### src/rtl/position_writeback.sv
// -----------------------------------------------------------------------------
// position_writeback
//
// Per-cell motion-update writer. After the force phase has accumulated the
// velocities, this block walks the cell's position cache. For each particle it
// reads the position and the velocity, integrates p' = p + (v >>> DT_SHIFT) per
// axis, and writes p' into the opposite half of the double-buffered position
// cache. The position ring reads that half in the next phase. The walk stops
// at the first invalid entry, where an all-zero terminator is written, or when
// all DEPTH slots have been processed.
//
// Optional feature (compile-time macro WRAP_PERIODIC_EN): each updated axis is
// folded once into [0, BOX_MAX). When the macro is undefined the sum is a plain
// 32-bit wrapping add.
//
// Ports:
//   clk               clock
//   reset             asynchronous, active-low reset
//   CTL_READY         level start request from the phase controller
//   CTL_DOUBLE_BUFFER read-half select, latched at start of run
//                     (0: read 0..DEPTH-1, write DEPTH..2*DEPTH-1; 1: reverse)
//   CTL_DONE          high while the cell's writeback is complete
//   p_raddr/r_p_cache position cache read port (1-cycle latency)
//   v_raddr/r_v_cache velocity cache read port (1-cycle latency)
//   p_waddr/w_p_cache position cache write port, p_wr_en one-cycle strobe
//   count             valid particles written in the last run
// Entry format: [96]=valid, [95:64]=z, [63:32]=y, [31:0]=x (signed 32-bit).
// -----------------------------------------------------------------------------
module position_writeback #(
  parameter int unsigned DEPTH    = 256,
  parameter int unsigned DT_SHIFT = 4,
  parameter logic [31:0] BOX_MAX  = 32'h0010_0000,
  parameter int unsigned CW       = $clog2(DEPTH) + 1
) (
  input  logic          clk,
  input  logic          reset,
  input  logic          CTL_READY,
  input  logic          CTL_DOUBLE_BUFFER,
  output logic          CTL_DONE,
  output logic [31:0]   p_raddr,
  input  logic [96:0]   r_p_cache,
  output logic [31:0]   v_raddr,
  input  logic [96:0]   r_v_cache,
  output logic [31:0]   p_waddr,
  output logic [96:0]   w_p_cache,
  output logic          p_wr_en,
  output logic [CW-1:0] count
);

  localparam int unsigned IW   = $clog2(DEPTH);
  localparam logic [31:0] HALF = 32'(DEPTH);
  localparam logic [IW-1:0] LAST = IW'(DEPTH - 1);

  // Elaboration-time sanity checks on the configuration.
  if ((DEPTH < 2) || ((DEPTH & (DEPTH - 1)) != 0)) begin : g_bad_depth
    $error("position_writeback: DEPTH must be a power of two >= 2");
  end
  if (BOX_MAX[31] || (BOX_MAX == '0)) begin : g_bad_box
    $error("position_writeback: BOX_MAX must be a positive signed value");
  end

  typedef enum logic [2:0] {
    S_IDLE,
    S_READ,
    S_WAIT,
    S_WRITE,
    S_TERM,
    S_DONE
  } state_t;

  state_t        state, state_nx;
  logic [IW-1:0] idx;
  logic          db_q;      // buffer select captured at start of run
  logic [95:0]   sum_q;     // updated {z, y, x} waiting for its WRITE cycle
  logic [CW-1:0] cnt_q;

  logic [31:0]   idx_ext;
  logic [31:0]   rbase;
  logic [31:0]   wbase;

  // Velocity valid bit carries no meaning for the update.
  logic          unused_vvalid;
  assign unused_vvalid = r_v_cache[96];

  assign idx_ext = 32'(idx);
  assign rbase   = db_q ? HALF  : '0;
  assign wbase   = db_q ? '0    : HALF;
  assign count   = cnt_q;

  function automatic logic [31:0] axis_update(input logic [31:0] p,
                                              input logic [31:0] v);
    logic signed [31:0] s;
    s = $signed(p) + ($signed(v) >>> DT_SHIFT);
`ifdef WRAP_PERIODIC_EN
    // Velocities are bounded below BOX_MAX, so one fold lands in range.
    if (s >= $signed(BOX_MAX)) s = s - $signed(BOX_MAX);
    if (s < 0)                 s = s + $signed(BOX_MAX);
`endif
    return s;
  endfunction

  always_ff @(posedge clk or negedge reset) begin
    if (!reset) begin
      state <= S_IDLE;
      idx   <= '0;
      db_q  <= 1'b0;
      sum_q <= '0;
      cnt_q <= '0;
    end else begin
      state <= state_nx;
      case (state)
        S_IDLE: begin
          if (CTL_READY) begin
            idx   <= '0;
            cnt_q <= '0;
            db_q  <= CTL_DOUBLE_BUFFER;
          end
        end
        S_WAIT: begin
          if (r_p_cache[96]) begin
            sum_q <= {axis_update(r_p_cache[95:64], r_v_cache[95:64]),
                      axis_update(r_p_cache[63:32], r_v_cache[63:32]),
                      axis_update(r_p_cache[31:0],  r_v_cache[31:0])};
          end
        end
        S_WRITE: begin
          cnt_q <= cnt_q + 1'b1;
          if (idx != LAST) idx <= idx + 1'b1;
        end
        default: ;
      endcase
    end
  end

  always_comb begin
    state_nx  = state;
    CTL_DONE  = 1'b0;
    p_raddr   = '0;
    v_raddr   = '0;
    p_waddr   = '0;
    w_p_cache = '0;
    p_wr_en   = 1'b0;
    case (state)
      S_IDLE: begin
        if (CTL_READY) state_nx = S_READ;
      end
      S_READ: begin
        p_raddr  = rbase + idx_ext;
        v_raddr  = idx_ext;
        state_nx = S_WAIT;
      end
      S_WAIT: begin
        state_nx = r_p_cache[96] ? S_WRITE : S_TERM;
      end
      S_WRITE: begin
        p_waddr   = wbase + idx_ext;
        w_p_cache = {1'b1, sum_q};
        p_wr_en   = 1'b1;
        state_nx  = (idx == LAST) ? S_DONE : S_READ;
      end
      S_TERM: begin
        p_waddr  = wbase + idx_ext;
        p_wr_en  = 1'b1;
        state_nx = S_DONE;
      end
      S_DONE: begin
        CTL_DONE = 1'b1;
        if (!CTL_READY) state_nx = S_IDLE;
      end
      default: state_nx = S_IDLE;
    endcase
  end

endmodule

### config.mk
export PLATFORM = sky130hd
export DESIGN_NAME = position_writeback
export DESIGN_NICKNAME = d
export VERILOG_FILES = /design/src/rtl/position_writeback.sv
export SDC_FILE = /design/constraint.sdc
export NUM_CORES = 1
export LEC_CHECK = 0
export ABC_AREA = 1
export CAP_MARGIN = 10
export CORE_ASPECT_RATIO = 1.5
export CORE_MARGIN = 5
export CORE_UTILIZATION = 25
export DETAILED_ROUTE_END_ITERATION = 7
export SYNTH_ARGS = -nofsm -noshare
export SYNTH_HDL_FRONTEND = slang
export SYNTH_SLANG_ARGS = --single-unit
### constraint.sdc
create_clock -name clk -period 1.8 [get_ports clk]
set_input_delay 0.18 -clock clk [delete_from_list [all_inputs] [get_ports clk]]
set_output_delay 0.18 -clock clk [all_outputs]
set_load 0.005 [all_outputs]
* Yosys cells after proc, flatten, opt, wreduce, memory -nomap -nowiden
Index checks and enable logic that the tools add are counted.
** Operators by class
- Eq/ne operators :: 10
- Muxes and demuxes :: 18
- Add/subtract/negate cells :: 7
- Reduce and logical (&&, ||, !) cells :: 8
** Operators by type and width (number)
- 97-bit two-way mux :: 1
- 32-bit by 28-bit adder with 32-bit output :: 3
- 9-bit two-way mux :: 3
- 8-bit two-way mux :: 3
- 9-bit by 8-bit adder with 10-bit output :: 2
- 10-bit two-way mux :: 2
- 3-bit case mux with 6 select lines :: 1
- 9-bit case mux with 2 select lines :: 1
- 8-bit case mux with 2 select lines :: 1
- 3-bit two-way mux :: 4
- 9-bit by 1-bit adder with 9-bit output, second input constant :: 1
- 8-bit by 1-bit adder with 8-bit output, second input constant :: 1
- 8-bit equality test, second input constant :: 1
- 8-bit != test, second input constant :: 1
- 2-bit AND reduction :: 4
- 3-bit by 2-bit equality test with 1-bit output, second input constant :: 2
- 3-bit equality test, second input constant :: 2
- 2-bit != test, second input constant :: 3
- 3-bit by 1-bit equality test with 1-bit output, second input constant :: 1
- 3-bit zero test :: 1
- 3-bit AND reduction :: 1
- 1-bit two-way mux :: 2
- 2-bit nonzero test :: 1
- 2-bit OR reduction :: 1
** Word-level totals
- Register bits :: 117
- Output and inout port bits :: 204
- Word-level logic and storage cells :: 48
- Input bits :: 198

* Logic depth before layout (Yosys ltp)
- Word-level depth :: 3
- Gate-level depth with buffers :: 12
- Gate-level depth less buffers :: 12

* Least setup slack after synthesis
Ideal clock, no wire load.
- Path kind :: input to register
- From :: in r_p_cache[0]
- To :: reg sum_q[20]
- Library setup time :: 0.130 ns
- Path slack :: 0.140 ns
- Cell stages on the path :: 10
- Required time :: 1.670 ns
- Arrival time :: 1.530 ns
- Buffers on the path :: 0
- Path through :: ha_1 > fa_1 > nand3_1 > nand3_1 > nand3_1 > nand3_1 > nand2_1 > nand3_1 > nand3_1 > o21ai_0
** Between the ends
- Word-level cells in the longest chain between the ends :: 1
** RTL lines
- start: declaration :: RTL line 41 : input logic [96:0] r_p_cache,
- 32-bit by 28-bit adder with 32-bit output :: RTL line 93 : s = $signed(p) + ($signed(v) >>> DT_SHIFT);
- end signal: assignment :: RTL line 121 : sum_q <= {axis_update(r_p_cache[95:64], r_v_cache[95:64]),
- end: declaration :: RTL line 74 : logic [95:0] sum_q;
Every way passes these cells.
A chain may end at the register's enable or synchronous reset.

* Worst setup path after layout
- From :: reg state[0]
- To :: out w_p_cache[48]
** Between the ends
- Word-level cells in the longest chain between the ends :: 2
** RTL lines
- start: declaration :: RTL line 71 : state_t state, state_nx;
- start signal: assignment :: RTL line 110 : state <= state_nx;
- 3-bit by 2-bit equality test with 1-bit output :: RTL line 143 : case (state)
- 97-bit two-way mux :: RTL line 143
- end: declaration :: RTL line 45 : output logic [96:0] w_p_cache,
Every way passes these cells.

==> impl_metrics.sql <==
INSERT INTO impl_metrics (metric_group, metric, value, unit) VALUES
('run_status', 'status', 'finished, violations left', ''),
('run_status', 'failed_checks', 'setup timing', ''),
('setup_path', 'end_kind', 'output pin', ''),
('sta', 'final-max-slew-violation-count', '0', ''),
('synth', 'ys.flop_type', 'dfrtp_1', ''),
('routing', 'postRouteWirelength', '52.4', 'mm'),
('placed_design', 'dpl.cell_count', '3422', ''),
('cts', 'cts_htree_levels', '4', ''),
('setup_path', 'r2r.worst_path.cells', '10', ''),
('synth', 'synth.lib_cells_used.distinct', '30', ''),
('placed_design', 'gpl.final_weighted_congestion', '0.927', ''),
('routing', 'detail_route.iter0.violations', '590', ''),
('placed_design', 'dpl_worst_slack', '-0.500', 'ns'),
('final_layout', 'final_layout_size_suffix_gt1_frac', '0.210', ''),
('pwr', 'ir_drop', '0.653', 'mV'),
('setup_path', 'setup.worst_path.class', 'reg2out', ''),
('cts', 'tritoncts', 'built', ''),
('synth', 'netlist_top_cells_area', 'nand2_1 (24%), dfrtp_1 (23%), inv_1 (13%)', ''),
('routing', 'drtPass1Iterations', '6', ''),
('setup_path', 'worst-path-buf-inv', '5', ''),
('final_layout', 'nNetsFinal', '3109', ''),
('die', 'std_cell_rows', '102', ''),
('die', 'die_h', '288', 'um'),
('setup_path', 'critPathMaxStageDelay', '0.38', 'ns'),
('setup_path', 'crit_cells', '7', ''),
('cts', 'path_clk_slew', '0.06', 'ns'),
('cts', 'cts.path.max_buffers', '2', ''),
('sta', 'final_hold_viol_count', '0', ''),
('synth', 'ys_ff_latch', '117', ''),
('sta', 'max_freq', '491', 'MHz'),
('die', 'floorplan.initialDensity', '0.251', ''),
('placed_design', 'port-buffer-count', '318', ''),
('synth', 'synth.largest_area_cell', 'nand2_1', ''),
('cts', 'clk_latency', '0.45', 'ns'),
('run', 'maxCapViolations', '0', ''),
('setup_path', 'worstPathMaxFanout', '6', ''),
('final_layout', 'instances_no_fill', '3503', ''),
('die', 'fp.coreArea', '51400', 'sq um'),
('global_route', 'grt_start_max_net_pins', '60', ''),
('die', 'die-area', '56300', 'sq um'),
('setup_path', 'arrival_worst_endpoint', '1.86', 'ns'),
('routing', 'vias', '14950', ''),
('final_layout', 'area.sequential', '2930', 'sq um'),
('placed_design', 'hpwlAfterDp', '41.1', 'mm'),
('final_layout', 'post-route-cell-area', '20100', 'sq um'),
('setup_path', 'critical-path-slowest-cell', 'dfrtp_1', ''),
('sta', 'slack_of_the_critical_path', '-0.238', 'ns'),
('sta', 'finalCritPeriodShare', '1.13', ''),
('synth', 'synth_top_area_frac', '0.239', ''),
('synth', 'synthesis.yosys.warnings', '0', ''),
('cts', 'clock_sink_count', '117', ''),
('synth', 'asyncSetResetFlopFracSynth', '1.00', ''),
('setup_path', 'cp_cell_sequence', 'inv_2, nor3_4, bufinv_8, buf_12, buf_8, nor2_4, buf_6', ''),
('sta', 'clock-skew-final', '0.0118', 'ns'),
('die', 'die_width', '195', 'um'),
('pwr', 'power_density', '929', 'nW/um^2'),
('global_route', 'grt_pass1_vias', '15155', ''),
('sta', 'setup_viol_count_final', '123', ''),
('worst_hold_path', 'holdCritPathClass', 'in2async', ''),
('synth', 'synth.cell_area', '12900', 'sq um'),
('synth', 'synth-edff-count', '0', ''),
('pwr', 'final_power', '18.7', 'mW'),
('final_layout', 'area.growth.synth_to_final', '56.0', '%'),
('placed_design', 'place_area', '18200', 'sq um'),
('global_route', 'grt_pass1_wl', '79.9', 'mm'),
('global_route', 'antenna_found_initial', '1', ''),
('synth', 'synth_cells', '2251', ''),
('die', 'io-pin-count', '402', ''),
('cts', 'clockRootBuffer', 'clkbuf_16', ''),
('cts', 'tritoncts.num_buffers', '17', ''),
('final_layout', 'fillCellCount', '5657', '');
==> cell families (layout without fill, tap and decap cells) <==
logic type | count (synthesis) | in the layout | synth area share
AOI/OAI and AO/OA | 160 | 160 | 0.0665
xor gates and xnor gates | 44 | 44 | 0.0299
adders and majority gates | 98 | 98 | 0.0968
buffers and inverters | 575 | 1081 | 0.192
DFF | 117 | 117 | 0.227
other | 1 | 71 | 0.000291
and+or+nand+nor | 1256 | 1256 | 0.387
==> registers in the layout (all words and copies together), names as in the netlist <==
| register | count |
|---|---|
| idx | 8 |
| sum_q | 96 |
| db_q | 1 |
| count | 9 |
| state | 3 |
==> final cells by class <==
class	count	area share
antenna	1	0.000124
clock buffer	24	0.0239
clock inverter	8	0.00728
inverter	464	0.0879
multi-input combinational	1628	0.432
sequential	117	0.146
tap	676	0.0420
timing repair buffer	584	0.261
timing repair inverter	1	0.000809
==> placed cells by master, fill, tap and decap left out, types with 64 or more instances in the layout <==
master,instances
nor2_4,82
clkdlybuf4s50_1,190
nor2_1,136
buf_4,221
inv_1,457
nand3_1,132
o21ai_0,64
conb_1,70
ha_1,87
buf_2,90
nand2_1,806
dfrtp_1,116
==> metal layers <==
layer | part of all wire | track usage
met1 | 0.38 | 0.186
met2 | 0.53 | 0.349
met3 | 0.050 | 0.0371
met4 | 0.040 | 0.0699
met5 | 0 | 0
==> power by group <==
| group | internal, mW | total (mW) | leakage (nW) | switching, mW |
|---|---|---|---|---|
| combinational | 4.78 | 10.6 | 9.45 | 5.78 |
| sequential | 3.74 | 4.34 | 1.48 | 0.600 |
| clock | 2.42 | 3.77 | 0.304 | 1.35 |
| total | 10.9 | 18.7 | 11.2 | 7.73 |
==> path summary, 6_finish.rpt <==
kind / startpoint / to / slack, ns
hold reg to reg: sum_q[30] / sum_q[30] / 0.48
min in group clk: r_v_cache[69] / sum_q[65] / 0.31
setup reg to reg: state[0] / count[7] / -0.01
hold / removal: reset / db_q / 0.16
setup / recovery: state[0] / w_p_cache[48] / -0.24
max in group asynchronous: reset / sum_q[60] / 0.98
==> Yosys cell counts (all sizes together) (3+ instances only) <==
| cell | n |
|---|---|
| o21bai | 9 |
| o22ai | 10 |
| ha | 95 |
| clkbuf | 18 |
| buf | 93 |
| fa | 3 |
| a21o | 3 |
| nor3 | 19 |
| dfrtp | 117 |
| xnor2 | 39 |
| nand3b | 6 |
| o31ai | 3 |
| nor2 | 251 |
| o21ai | 67 |
| xor2 | 5 |
| nand2 | 824 |
| a21oi | 66 |
| nand3 | 143 |
| inv | 464 |
| nand4 | 12 |
==> repair_timing <==
action / 4_1_cts / 5_1_grt
buffers inserted: 26 / 14
resized for setup: 629 / 225
pin swaps: 8 / 14
hold endpoints to repair: 102 / 0
hold buffers: 1 / 0
endpoints found under the setup margin: 127 / 217
cloned: 10 / 4
Note: power is estimated with default switching activity, not from simulation.
